==> config.mk <==
export PLATFORM = sky130hd
export DESIGN_NAME = axi_lite_reg_slave
export DESIGN_NICKNAME = d
export VERILOG_FILES = /design/src/rtl/axi_lite_pkg.sv /design/src/rtl/reg_bank.sv /design/src/rtl/axi_lite_reg_slave.sv
export SDC_FILE = /design/constraint.sdc
export NUM_CORES = 1
export LEC_CHECK = 0
export ABC_AREA = 1
export CORE_ASPECT_RATIO = 1.2
export CORE_UTILIZATION = 55
export CTS_CLUSTER_SIZE = 12
export DETAILED_ROUTE_END_ITERATION = 8
export GPL_ROUTABILITY_DRIVEN = 0
export GPL_TIMING_DRIVEN = 0
export PLACE_DENSITY = 0.75
export REMOVE_ABC_BUFFERS = 1
export SLEW_MARGIN = 5
export SYNTH_ARGS = -nofsm -noshare
export SYNTH_HDL_FRONTEND = slang
export SYNTH_HIERARCHICAL = 1
export SYNTH_SLANG_ARGS = --single-unit
==> constraint.sdc <==
create_clock -name clk_i -period 3.25 [get_ports clk_i]
set_input_delay 0.65 -clock clk_i [delete_from_list [all_inputs] [get_ports clk_i]]
set_output_delay 0.65 -clock clk_i [all_outputs]
set_load 0.01 [all_outputs]
==> src/rtl/axi_lite_pkg.sv <==
// Shared AXI4-Lite constants: response codes, default widths and the slave FSM state encodings.
package axi_lite_pkg;

  localparam int unsigned AXI_ADDR_W = 8;
  localparam int unsigned AXI_DATA_W = 8;

  localparam logic [1:0] RESP_OKAY   = 2'b00;
  localparam logic [1:0] RESP_SLVERR = 2'b10;

  typedef enum logic {
    WIdle,
    WResp
  } w_state_e;

  typedef enum logic {
    RIdle,
    RData
  } r_state_e;

endpackage

==> src/rtl/reg_bank.sv <==
// DEPTH x DATA_W register array with one synchronous write port, one registered read port
// and a synchronous clear.
module reg_bank #(
  parameter int unsigned DEPTH  = 16,
  parameter int unsigned DATA_W = 8,
  parameter int unsigned IDX_W  = 4
) (
  input  logic              clk_i,
  input  logic              reset_i,
  input  logic              we_i,
  input  logic [IDX_W-1:0]  waddr_i,
  input  logic [DATA_W-1:0] wdata_i,
  input  logic              re_i,
  input  logic [IDX_W-1:0]  raddr_i,
  output logic [DATA_W-1:0] rdata_o
);

  logic [DATA_W-1:0] mem_q [DEPTH];
  logic [DATA_W-1:0] rdata_q;

  // Read samples the pre-write contents when both ports hit the same entry on one edge.
  always_ff @(posedge clk_i) begin
    if (reset_i) begin
      for (int i = 0; i < int'(DEPTH); i++) begin
        mem_q[i] <= '0;
      end
      rdata_q <= '0;
    end else begin
      if (we_i) begin
        mem_q[waddr_i] <= wdata_i;
      end
      if (re_i) begin
        rdata_q <= mem_q[raddr_i];
      end
    end
  end

  assign rdata_o = rdata_q;

endmodule

==> src/rtl/axi_lite_reg_slave.sv <==
// AXI4-Lite single-beat register slave: independent AW/W capture, concurrent read channel,
// OKAY/SLVERR responses and a saturating error counter.
module axi_lite_reg_slave
  import axi_lite_pkg::*;
#(
  parameter int unsigned ADDR_W = AXI_ADDR_W,
  parameter int unsigned DATA_W = AXI_DATA_W,
  parameter int unsigned DEPTH  = 16
) (
  input  logic              clk_i,
  input  logic              reset_i,
  input  logic [ADDR_W-1:0] awaddr_i,
  input  logic              awvalid_i,
  output logic              awready_o,
  input  logic [DATA_W-1:0] wdata_i,
  input  logic              wvalid_i,
  output logic              wready_o,
  output logic [1:0]        bresp_o,
  output logic              bvalid_o,
  input  logic              bready_i,
  input  logic [ADDR_W-1:0] araddr_i,
  input  logic              arvalid_i,
  output logic              arready_o,
  output logic [DATA_W-1:0] rdata_o,
  output logic [1:0]        rresp_o,
  output logic              rvalid_o,
  input  logic              rready_i,
  output logic [7:0]        err_cnt_o
);

  localparam int unsigned IDX_W = (DEPTH > 1) ? $clog2(DEPTH) : 1;
  // One extra bit so DEPTH == 2**ADDR_W is representable; the range check uses the full address.
  localparam logic [ADDR_W:0] DEPTH_EXT = (ADDR_W + 1)'(DEPTH);

  w_state_e          w_state_q, w_state_d;
  r_state_e          r_state_q, r_state_d;
  logic              aw_held_q, aw_held_d;
  logic              w_held_q, w_held_d;
  logic [ADDR_W-1:0] awaddr_q, awaddr_d;
  logic [DATA_W-1:0] wdata_q, wdata_d;
  logic [1:0]        bresp_q, bresp_d;
  logic [1:0]        rresp_q, rresp_d;
  logic [7:0]        err_cnt_q, err_cnt_d;

  logic              aw_fire, w_fire, ar_fire;
  logic              wr_commit, wr_ok, rd_ok, wr_err, rd_err;
  logic [ADDR_W-1:0] wr_addr;
  logic [DATA_W-1:0] wr_data;
  logic [DATA_W-1:0] bank_rdata;
  logic [1:0]        err_inc;
  logic [8:0]        err_sum;

  // Readys depend only on registered state and reset, never on the valids.
  assign awready_o = !reset_i && (w_state_q == WIdle) && !aw_held_q;
  assign wready_o  = !reset_i && (w_state_q == WIdle) && !w_held_q;
  assign arready_o = !reset_i && (r_state_q == RIdle);

  assign aw_fire   = awvalid_i && awready_o;
  assign w_fire    = wvalid_i && wready_o;
  assign ar_fire   = arvalid_i && arready_o;

  assign wr_addr   = aw_held_q ? awaddr_q : awaddr_i;
  assign wr_data   = w_held_q ? wdata_q : wdata_i;
  assign wr_commit = (aw_held_q || aw_fire) && (w_held_q || w_fire);
  assign wr_ok     = {1'b0, wr_addr} < DEPTH_EXT;
  assign rd_ok     = {1'b0, araddr_i} < DEPTH_EXT;
  assign wr_err    = wr_commit && !wr_ok;
  assign rd_err    = ar_fire && !rd_ok;

  always_comb begin
    w_state_d = w_state_q;
    aw_held_d = aw_held_q;
    w_held_d  = w_held_q;
    awaddr_d  = awaddr_q;
    wdata_d   = wdata_q;
    bresp_d   = bresp_q;
    unique case (w_state_q)
      WIdle: begin
        if (wr_commit) begin
          aw_held_d = 1'b0;
          w_held_d  = 1'b0;
          bresp_d   = wr_ok ? RESP_OKAY : RESP_SLVERR;
          w_state_d = WResp;
        end else begin
          if (aw_fire) begin
            aw_held_d = 1'b1;
            awaddr_d  = awaddr_i;
          end
          if (w_fire) begin
            w_held_d = 1'b1;
            wdata_d  = wdata_i;
          end
        end
      end
      WResp: begin
        if (bready_i) begin
          w_state_d = WIdle;
        end
      end
      default: w_state_d = WIdle;
    endcase
  end

  always_comb begin
    r_state_d = r_state_q;
    rresp_d   = rresp_q;
    unique case (r_state_q)
      RIdle: begin
        if (ar_fire) begin
          rresp_d   = rd_ok ? RESP_OKAY : RESP_SLVERR;
          r_state_d = RData;
        end
      end
      RData: begin
        if (rready_i) begin
          r_state_d = RIdle;
        end
      end
      default: r_state_d = RIdle;
    endcase
  end

  always_comb begin
    err_inc   = 2'(wr_err) + 2'(rd_err);
    err_sum   = {1'b0, err_cnt_q} + 9'(err_inc);
    err_cnt_d = err_sum[8] ? 8'hFF : err_sum[7:0];
  end

  always_ff @(posedge clk_i) begin
    if (reset_i) begin
      w_state_q <= WIdle;
      r_state_q <= RIdle;
      aw_held_q <= 1'b0;
      w_held_q  <= 1'b0;
      awaddr_q  <= '0;
      wdata_q   <= '0;
      bresp_q   <= RESP_OKAY;
      rresp_q   <= RESP_OKAY;
      err_cnt_q <= '0;
    end else begin
      w_state_q <= w_state_d;
      r_state_q <= r_state_d;
      aw_held_q <= aw_held_d;
      w_held_q  <= w_held_d;
      awaddr_q  <= awaddr_d;
      wdata_q   <= wdata_d;
      bresp_q   <= bresp_d;
      rresp_q   <= rresp_d;
      err_cnt_q <= err_cnt_d;
    end
  end

  reg_bank #(
    .DEPTH  (DEPTH),
    .DATA_W (DATA_W),
    .IDX_W  (IDX_W)
  ) u_reg_bank (
    .clk_i   (clk_i),
    .reset_i (reset_i),
    .we_i    (wr_commit && wr_ok),
    .waddr_i (wr_addr[IDX_W-1:0]),
    .wdata_i (wr_data),
    .re_i    (ar_fire && rd_ok),
    .raddr_i (araddr_i[IDX_W-1:0]),
    .rdata_o (bank_rdata)
  );

  assign bvalid_o  = (w_state_q == WResp);
  assign bresp_o   = bresp_q;
  assign rvalid_o  = (r_state_q == RData);
  assign rresp_o   = rresp_q;
  // Error reads return zero; the bank is not read for them.
  assign rdata_o   = (rresp_q == RESP_OKAY) ? bank_rdata : '0;
  assign err_cnt_o = err_cnt_q;

endmodule

==> flow_metrics.env <==
export IMPL_worstMarginPinSlew_ps=1130
export IMPL_crit_arrival_ps=2360
export IMPL_grt_total_usage_pct=24.5
export IMPL_startpoint_type="input pin"
export IMPL_path_class="input pin to output port"
export IMPL_clock_sinks=166
export IMPL_clkTransAtPathRegs_ps=70
export IMPL_synth_cell_area_sq_um=7790
export IMPL_multi_input_area_sq_um=2790
export IMPL_postSynthAreaPerCell_sq_um=8.99
export IMPL_finalSetupViolCount=0
export IMPL_die_w_um=111
export IMPL_overflow=0
export IMPL_tns_ps=0
export IMPL_fin_area_sq_um=8960
export IMPL_io_buffers=53
export IMPL_outcome="completed"
export IMPL_fp_coreArea_sq_um=13800
export IMPL_r2r_end="u_reg_bank/mem_q[1][3]$_SDFFCE_PN0P_"
export IMPL_grt_start_max_net_pins=65
export IMPL_instances_no_fill=1081
export IMPL_drt_iter0_markers=435
export IMPL_wl_per_cell_um=15.9
export IMPL_ioPinCount=56
export IMPL_cts_tree="built"
export IMPL_drc_errors=0
export IMPL_cp_max_fo=23
export IMPL_layout_setup_ws_ps=244
export IMPL_ctsLongestPathBuffers=2
export IMPL_antenna_left=0
export IMPL_p_seq_share_pct=49.6
export IMPL_drt_total_wl_um=17200
export IMPL_die_y_um=132
export IMPL_slew_viol_final=0
export IMPL_area_growth_pct=15.0
export IMPL_ctsRootBufferMaster="clkbuf_16"
export IMPL_via_count=5866
export IMPL_synth_cell_types=30
export IMPL_cp_end_kind="output port"
export IMPL_initial_core_util_pct=56.3
export IMPL_yosysWarnings=6
export IMPL_fill_cells=1113
export IMPL_post_cts_buffers=0
export IMPL_fmaxAchievable_ghz=0.333
export IMPL_grt_pass1_wl_um=27700
export IMPL_dp_hpwl_um=11100
export IMPL_crit_path_start="reset_i"
export IMPL_clkPwrFrac_pct=40.8
export IMPL_ys_ff_latch=166
export IMPL_cp_required_ps=2600
export IMPL_synth_cells=866
export IMPL_power_leakage_nw=3.73
export IMPL_dpl_cell_area_sq_um=8350
export IMPL_r2r_slack_ps=570
export IMPL_regArea_sq_um=4600
export IMPL_layout_cells_most_common="nand2_1"
export IMPL_combinationalPowerShare_pct=9.6
export IMPL_min_delay_start="wdata_q[7]$_SDFFE_PP0P_"
export IMPL_power_density_nw_per_um2=539
export IMPL_grt_pass1_vias=5567
export IMPL_h_tree_depth=4
export IMPL_r2r_cells=6
export IMPL_rsz0062_at_grt="false"
export IMPL_dr_pass1_iters=5
export IMPL_ctsHoldBuffers=0
export IMPL_antenna_found_initial=0
export IMPL_maxCapViolations=0
export IMPL_ys_seq_area_share_pct=59.1
export IMPL_p_int_mw=3.65
export IMPL_finalHoldViolCount=0
export IMPL_holdPathStages=2
export IMPL_fin_crit_sh_pct=92.5
export IMPL_rows=47
export IMPL_fin_skew_ps=11.3
export IMPL_fin_crit_ps=3010
export IMPL_p_switching_mw=1.18
export IMPL_viasPerCell=5.43
export IMPL_nNetsFinal=929
export IMPL_switching_share_pct=24.5
export IMPL_final_cell_mix="nand2_1 (217), nor2_1 (192), edfxtp_1 (128), nand3_1 (113), clkdlybuf4s50_1 (50)"
export IMPL_max_slew_margin_rel_pct=24.2
export IMPL_die_area_sq_um=14600
export IMPL_place_worst_setup_slack_ps=-689
export IMPL_placedCellCount=1048
export IMPL_diodes=0
export IMPL_hold_path_endpoint="wdata_q[7]$_SDFFE_PP0P_"
export IMPL_cts_resized=7
export IMPL_drive_gt1_share_pct=10.0
export IMPL_hold_path_class="flip-flop to flip-flop"
export IMPL_insertion_delay_ps=420
export IMPL_peakVddDrop_mv=0.367
export IMPL_reg2reg_from="aw_held_q$_SDFFE_PP0P_"
export IMPL_cts_buffers=17
==> worst max-delay path, cell delays in order <==
cell and delay, ps:
clkdlybuf4s15_2 420, inv_2 380, nand2_2 140, nor2_2 180
clkdlybuf4s50_1 570
==> registers in the layout (all words and copies together), names as in the netlist, 8 cells and up <==
signal and count:
wdata_q 8, u_reg_bank/mem_q 128, err_cnt_o 8, awaddr_q 8, u_reg_bank/rdata_o 8
==> power by group through the flow <==
stage / Combinational (mW) / Sequential (mW) / Clock (mW)
after global routing: 0.509 / 2.40 / 2.07
after global placement: 0.454 / 2.44 / 0
after detailed placement: 0.459 / 2.44 / 0
final: 0.464 / 2.39 / 1.97
after CTS: 0.463 / 2.39 / 1.99
after floorplan: 0.264 / 2.43 / 0
==> routing by layer <==
metal / wire length [um] / share of wire (%) / track usage [%]
met3: 752 / 4.4 / 4.28
met1: 6840 / 40 / 29.2
met4: 863 / 5.0 / 15.0
met2: 8760 / 51 / 41.5
met5: 0 / 0 / 0
==> cells by family after synthesis <==
family	Yosys count	synth area share, %
multiplexers	8	1.16
buffers and inverters	95	5.08
AND/OR/NAND/NOR	561	31.7
flip-flops	166	59.1
XOR/XNOR	1	0.113
adder cells (fa/ha/maj)	1	0.257
other	1	0.0482
AO/OA/AOI/OAI	33	2.51
==> worst max-delay path by stage <==
stage,to,slack [ps],cells past startpoint
after floorplan,u_reg_bank/mem_q[10][0]$_SDFFCE_PN0P_,780,7
after global placement,u_reg_bank/rdata_o[6]$_SDFFE_PP0P_,-1870,10
after detailed placement,u_reg_bank/rdata_o[6]$_SDFFE_PP0P_,-690,9
after CTS,u_reg_bank/rdata_o[6]$_SDFFE_PP0P_,130,9
after global routing,awready_o,160,5
final,awready_o,240,5
==> stage by stage <==
| step | total power [mW] | utilization [%] | hold WS, ps |
|---|---|---|---|
| finish | 4.83 | 64.8 | 480 |
| detailed placement | 2.90 | 60.4 | 467 |
| global route | 4.98 | 64.8 | 498 |
| CTS | 4.85 | 64.9 | 483 |
| floorplan | 2.70 | - | 449 |
| global placement | 2.89 | 60.3 | 455 |
==> cell type report <==
type / instances / share of cell area, %
flip-flops and latches: 166 / 51.4
multi-input cells: 606 / 31.1
well taps: 171 / 2.39
inverters: 51 / 2.23
repair inverters: 1 / 0.0838
clock inverters: 10 / 0.908
clock buffers: 22 / 5.78
repair buffers: 54 / 6.05
==> synthesized netlist by cell type, drive strengths merged <==
cell	number	area (sq um)
xor2	1	8.76
or2	2	12.5
nand2	234	986
o21ai	17	85.1
inv	49	186
nand3	115	601
edfxtp	128	3840
nor3	7	80.1
clkinv	2	10.0
o21bai	3	22.5
conb	1	3.75
buf	19	104
a21oi	13	87.6
fa	1	20.0
clkbuf	25	95.1
mux2	8	90.1
nor2	203	790
dfxtp	38	761
(Power assumes the default switching activity.)
